`src/rtl/pc_fetch_sequencer_if.sv`:
```
// ---------------------------------------------------------------------------
// pc_fetch_sequencer_if
//   REQ/ACK instruction-fetch bus between the fetch sequencer and
//   instruction memory.
//
//   fetch_req   sequencer -> memory  request valid, held until acknowledged
//   fetch_addr  sequencer -> memory  4-bit fetch address (the PC)
//   fetch_ack   memory -> sequencer  request accepted this cycle
//
//   master: the sequencer side. slave: the instruction-memory side.
// ---------------------------------------------------------------------------
interface pc_fetch_sequencer_if;
    logic       fetch_req;
    logic [3:0] fetch_addr;
    logic       fetch_ack;

    modport master (output fetch_req, output fetch_addr, input fetch_ack);
    modport slave  (input fetch_req, input fetch_addr, output fetch_ack);
endinterface

```
`src/rtl/pc_fetch_sequencer.sv`:
```
// ---------------------------------------------------------------------------
// pc_fetch_sequencer
//   Program-counter register and fetch sequencer for the 4-bit RISC core.
//   Holds the PC, feeds it to the external incrementor, and issues REQ/ACK
//   fetches. Also handles branch redirects, stalls, halt/resume and
//   wrap-around.
//
//   Optional feature macro: PC_WRAP_TRAP_EN
//     defined   : a PC wrap F->0 by increment halts the core and sets trap
//     undefined : the PC wraps silently and trap is tied to 0
//
// Ports
//   clk        in   rising-edge clock
//   rst_n      in   asynchronous active-low reset
//   fetch      if   fetch bus (master): fetch_req/fetch_addr out, fetch_ack in
//   inc_in     out  incrementor operand, always equal to the PC
//   inc_ou     in   incrementor sum (PC+1)
//   inc_cout   in   incrementor carry-out (1 only when PC = 4'hF)
//   br_valid   in   branch/jump redirect strobe
//   br_target  in   redirect target, valid with br_valid
//   stall      in   downstream stall request
//   halt_in    in   halt request
//   resume     in   leave HALT
//   halted     out  1 while in HALT
//   trap       out  sticky wrap-around trap flag
// ---------------------------------------------------------------------------
module pc_fetch_sequencer #(
    parameter logic [3:0] RESET_ADDR = 4'h0
) (
    input  logic                        clk,
    input  logic                        rst_n,
    pc_fetch_sequencer_if.master        fetch,
    output logic [3:0]                  inc_in,
    input  logic [3:0]                  inc_ou,
    input  logic                        inc_cout,
    input  logic                        br_valid,
    input  logic [3:0]                  br_target,
    input  logic                        stall,
    input  logic                        halt_in,
    input  logic                        resume,
    output logic                        halted,
    output logic                        trap
);

    typedef enum logic [1:0] {
        S_IDLE    = 2'd0,
        S_FETCH   = 2'd1,
        S_STALLED = 2'd2,
        S_HALT    = 2'd3
    } state_t;

    state_t     state;
    logic [3:0] pc;
    logic       br_pend;
    logic [3:0] pend_tgt;
    logic       fetch_req_q;
    logic       halted_q;
    logic [3:0] ack_next_pc;

    // The PC drives both the memory address and the incrementor operand.
    assign fetch.fetch_addr = pc;
    assign inc_in           = pc;
    assign fetch.fetch_req  = fetch_req_q;
    assign halted           = halted_q;

    // PC chosen on an acknowledged fetch: fresh branch, then pending
    // branch, then the incremented value (forced to 0 on carry-out).
    // NOTE: assign a default first in always_comb so no path leaves the
    // output unassigned, which would infer a latch.
    always_comb begin
        ack_next_pc = inc_cout ? 4'h0 : inc_ou;
        if (br_valid) begin
            ack_next_pc = br_target;
        end else if (br_pend) begin
            ack_next_pc = pend_tgt;
        end
    end

`ifdef PC_WRAP_TRAP_EN
    logic trap_q;
    logic is_wrap;

    // Only an increment update counts as wrap; any taken branch does not.
    assign is_wrap = inc_cout && !br_valid && !br_pend;
    assign trap    = trap_q;
`else
    assign trap    = 1'b0;
`endif

    always_ff @(posedge clk or negedge rst_n) begin
        if (!rst_n) begin
            // NOTE: pend_tgt is qualified by br_pend, but it is reset anyway
            // so the register never carries X into simulation or equivalence.
            state       <= S_IDLE;
            pc          <= RESET_ADDR;
            br_pend     <= 1'b0;
            pend_tgt    <= 4'h0;
            fetch_req_q <= 1'b0;
            halted_q    <= 1'b0;
`ifdef PC_WRAP_TRAP_EN
            trap_q      <= 1'b0;
`endif
        end else begin
            // NOTE: all state uses non-blocking assignments so every register
            // samples pre-edge values regardless of statement order.
            case (state)
                S_IDLE: begin
                    if (halt_in) begin
                        state       <= S_HALT;
                        halted_q    <= 1'b1;
                        fetch_req_q <= 1'b0;
                    end else begin
                        state       <= S_FETCH;
                        fetch_req_q <= 1'b1;
                    end
                end

                S_FETCH: begin
                    if (!fetch.fetch_ack) begin
                        // Request held; remember the most recent redirect.
                        if (br_valid) begin
                            br_pend  <= 1'b1;
                            pend_tgt <= br_target;
                        end
                    end else begin
                        pc      <= ack_next_pc;
                        br_pend <= 1'b0;
`ifdef PC_WRAP_TRAP_EN
                        if (is_wrap) begin
                            state       <= S_HALT;
                            halted_q    <= 1'b1;
                            fetch_req_q <= 1'b0;
                            trap_q      <= 1'b1;
                        end else
`endif
                        if (halt_in) begin
                            state       <= S_HALT;
                            halted_q    <= 1'b1;
                            fetch_req_q <= 1'b0;
                        end else if (stall) begin
                            state       <= S_STALLED;
                            fetch_req_q <= 1'b0;
                        end else begin
                            state       <= S_FETCH;
                            fetch_req_q <= 1'b1;
                        end
                    end
                end

                S_STALLED: begin
                    if (br_valid) begin
                        pc      <= br_target;
                        br_pend <= 1'b0;
                    end
                    if (halt_in) begin
                        state    <= S_HALT;
                        halted_q <= 1'b1;
                    end else if (!stall) begin
                        state       <= S_FETCH;
                        fetch_req_q <= 1'b1;
                    end
                end

                S_HALT: begin
                    if (br_valid) begin
                        pc <= br_target;
                    end
                    // halt_in keeps the core parked even if resume is high.
                    if (!halt_in && resume) begin
                        state       <= S_FETCH;
                        halted_q    <= 1'b0;
                        fetch_req_q <= 1'b1;
`ifdef PC_WRAP_TRAP_EN
                        trap_q      <= 1'b0;
`endif
                    end
                end

                default: begin
                    state       <= S_IDLE;
                    fetch_req_q <= 1'b0;
                    halted_q    <= 1'b0;
                end
            endcase
        end
    end

endmodule

```
`src/flat_wrapper.sv`:
```
// flat-port wrapper written by rule: the top's interface ports become plain ports
module pc_fetch_sequencer_flat 
#(
    parameter logic [3:0] RESET_ADDR = 4'h0
)
  (clk, rst_n, inc_in, inc_ou, inc_cout, br_valid, br_target, stall, halt_in, resume, halted, trap, fetch_fetch_req, fetch_fetch_addr, fetch_fetch_ack);
  pc_fetch_sequencer_if fetch_i ();
  input  logic clk;
  input  logic rst_n;
  output logic [3:0] inc_in;
  input  logic [3:0] inc_ou;
  input  logic inc_cout;
  input  logic br_valid;
  input  logic [3:0] br_target;
  input  logic stall;
  input  logic halt_in;
  input  logic resume;
  output logic halted;
  output logic trap;
  output wire logic [$bits(fetch_i.fetch_req)-1:0] fetch_fetch_req;
  output wire logic [$bits(fetch_i.fetch_addr)-1:0] fetch_fetch_addr;
  input wire logic [$bits(fetch_i.fetch_ack)-1:0] fetch_fetch_ack;
  assign fetch_fetch_req = fetch_i.fetch_req;
  assign fetch_fetch_addr = fetch_i.fetch_addr;
  assign fetch_i.fetch_ack = fetch_fetch_ack;
  pc_fetch_sequencer #(.RESET_ADDR(RESET_ADDR)) u_core (.clk(clk), .rst_n(rst_n), .fetch(fetch_i), .inc_in(inc_in), .inc_ou(inc_ou), .inc_cout(inc_cout), .br_valid(br_valid), .br_target(br_target), .stall(stall), .halt_in(halt_in), .resume(resume), .halted(halted), .trap(trap));
endmodule
```
`config.mk`:
```
export PLATFORM = sky130hd
export DESIGN_NAME = pc_fetch_sequencer_flat
export DESIGN_NICKNAME = d
export VERILOG_FILES = /design/src/rtl/pc_fetch_sequencer_if.sv /design/src/rtl/pc_fetch_sequencer.sv /design/src/flat_wrapper.sv
export SDC_FILE = /design/constraint.sdc
export NUM_CORES = 1
export LEC_CHECK = 0
export ABC_AREA = 1
export CORE_MARGIN = 2
export CORE_UTILIZATION = 46
export DETAILED_ROUTE_END_ITERATION = 16
export GPL_ROUTABILITY_DRIVEN = 0
export MAX_ROUTING_LAYER = met4
export PLACE_DENSITY = 0.79
export REMOVE_ABC_BUFFERS = 1
export SYNTH_ARGS = -nofsm -noshare
export SYNTH_HDL_FRONTEND = slang
export SYNTH_SLANG_ARGS = --single-unit
```
`constraint.sdc`:
```
create_clock -name clk -period 2.7 [get_ports clk]
set_clock_uncertainty 0.05 [all_clocks]
set_input_delay 0.54 -clock clk [delete_from_list [all_inputs] [get_ports clk]]
set_output_delay 0.54 -clock clk [all_outputs]
set_load 0.02 [all_outputs]
```
==> qor.yml <==
outcome:
  outcome: "completed"
clock_tree:
  ctsLongestPathBuffers: 2
  ctsResizeCount: 0
  cts_setup_buffers: 0
  clkTransAtPathRegs_ns: 0.08
  clockRootBuffer: "clkbuf_4"
  clock_sink_count: 13
  insertion_delay_ns: 0.28
  holdBufCountCts: 0
  tritoncts: "yes"
  h-tree-depth: 1
  numCtsBuffers: 3
drt:
  num_vias: 752
  wl_per_cell_um: 11.7
  detail_route.vias_per_cell: 5.15
  dr.pass1.iters: 4
  wirelength_mm: 1.71
  drc: 0
  first_iter_violations: 9
  ant_nets: 0
placement:
  hpwlAfterDp_mm: 1.38
  portBuffers: 25
synthesis:
  synth.yosys.seq_area_share_pct: 42.7
  ys_ff_latch: 13
  synth_cells: 107
  synth_top_cell_by_area: "dfrtp_1"
  synth_area_leaders: "dfrtp_1 (43%), nand2_1 (20%), nand3_1 (7.2%)"
  ys_types: 16
  yosys.area.top_type_share_pct: 42.7
  syn_area_per_cell_sq_um: 7.12
  syn-cell-area_sq_um: 762
  yosysWarningCount: 0
layout:
  final_layout_size_suffix_gt1_share_pct: 6.92
  layout_commonest_cell: "nand2_1"
  layout_common_cells: "nand2_1 (40), clkdlybuf4s50_1 (25), dfrtp_1 (13), nand3_1 (11), inv_1 (10)"
  insertedDiodeCount: 0
  nNetsFinal: 147
  utilization_pct: 66.3
  area_delta_synth_final_pct: 32.5
grt:
  grt_pass1_wl_mm: 2.79
  grt.overflow.total: 0
  antenna_found_initial: 0
  grt_use_total_pct: 20.4
  grt_max_degree: 14
  grt_pass1_vias: 683
setup_path:
  cp.arrival_ns: 1.29
  critPathTopFamily: "buffers and inverters"
  cp.depth: 1
  critical-path-max-stage-delay_ns: 0.62
  required_ns: 2.11
  crit_chain: "clkdlybuf4s50_1"
  worst_setup_path_end_kind: "output port"
  crit_slowest_cell: "clkdlybuf4s50_1"
  path_class: "reg2out"
  path_buf_inv: 1
  cp-start-kind: "register"
  ff2ff_path_depth: 7
  worstPathMaxFanout: 3
hold_path:
  hold_path.class: "reg2reg"
  hold_depth: 2
floorplan:
  dieArea_sq_mm: 0.00200
  num_rows: 14
  core_sq_mm: 0.00152
  start_util_pct: 50.0
  ios: 27
  die_height_um: 44.7
  die_x_um: 44.7
timing:
  setup_viol: 0
  slew_headroom_pct: 60.5
  setup_tns_ns: 0
  rsz0062_at_grt: "false"
  finalCritPeriodShare_pct: 69.6
  max_freq_mhz: 532
  final.min_clock_period_ns: 1.88
  worstMarginPinSlew_ns: 0.591
  finalHoldViolCount: 0
  drv_slew: 0
job:
  maxCapViolations: 0
power_and_ir_drop:
  leakage_uw: 0.000500
  vdd_drop_max_uv: 492
  powerDensity_mw_per_mm2: 1040
synthesized netlist by cell type:
master	n
a21oi_1	2
o22ai_1	1
nand3_1	11
inv_2	2
o21ai_0	7
buf_6	1
o21ai_4	1
nand2_2	2
conb_1	1
o211ai_1	1
nand2_1	40
dfrtp_1	13
nand4_2	1
buf_4	5
nor2_1	9
inv_1	10
per-stage QoR:
stage | area, sq um | total power, uW | std cells | setup WS (ns) | hold slack [ns]
after global routing | 1010 | 1140 | 146 | 0.778 | 0.456
after global placement | 983 | 912 | 142 | 0.975 | 0.414
after detailed placement | 983 | 934 | 142 | 0.911 | 0.424
final | 1010 | 1050 | 146 | 0.822 | 0.437
after CTS | 1010 | 1060 | 146 | 0.811 | 0.443
after floorplan | 713 | 693 | 101 | 1.49 | 0.194
cell type report:
| cell class | count | area [sq um] |
|---|---|---|
| flip-flops and latches | 13 | 325 |
| inverters | 12 | 45.0 |
| well taps | 16 | 20.0 |
| clock buffers | 4 | 26.3 |
| multi-input cells | 76 | 343 |
| repair buffers | 25 | 250 |
| fillers | 135 | 514 |
layer usage:
layer  up-vias  wire (um)  track usage [%]
li1        380          -                -
met1       341        743             23.9
met2        27        807             33.9
met3         4        125             4.00
met4         0         28             9.09
met5         -          0                -
flip-flops by register name, indices dropped and copies added, names as in the netlist:
| register | count |
|---|---|
| u_core.br_pend | 1 |
| u_core.fetch.fetch_addr | 4 |
| u_core.fetch.fetch_req | 1 |
| u_core.halted | 1 |
| u_core.pend_tgt | 4 |
| u_core.state | 2 |
power by group:
group,switching [uW],internal [uW]
Sequential,80.0,288
Combinational,313,245
Clock,66.9,57.4
Total,460,590
cell families after synthesis:
group,after synthesis,synth area share (%)
AND/OR/NAND/NOR,63,34.6
other,1,0.492
buffers and inverters,18,12.3
flip-flops,13,42.7
AO/OA/AOI/OAI,12,9.85
worst paths after layout:
| path | slack [ns] | endpoint | start |
|---|---|---|---|
| max | 0.82 | fetch_fetch_addr[2] | u_core.fetch.fetch_addr[2]$_DFFE_PN0P_ |
| min | 0.44 | u_core.fetch.fetch_req$_DFFE_PN0P_ | u_core.fetch.fetch_req$_DFFE_PN0P_ |
| max reg2reg | 1.48 | u_core.state[1]$_DFFE_PN0P_ | u_core.state[0]$_DFFE_PN0P_ |
| min reg2reg | 0.44 | u_core.fetch.fetch_req$_DFFE_PN0P_ | u_core.fetch.fetch_req$_DFFE_PN0P_ |
| max in group asynchronous | 1.64 | u_core.halted$_DFFE_PN0P_ | rst_n |
| min in group asynchronous | 0.58 | u_core.pend_tgt[0]$_DFFE_PN0P_ | rst_n |
Power figures use the tool's default switching activity.
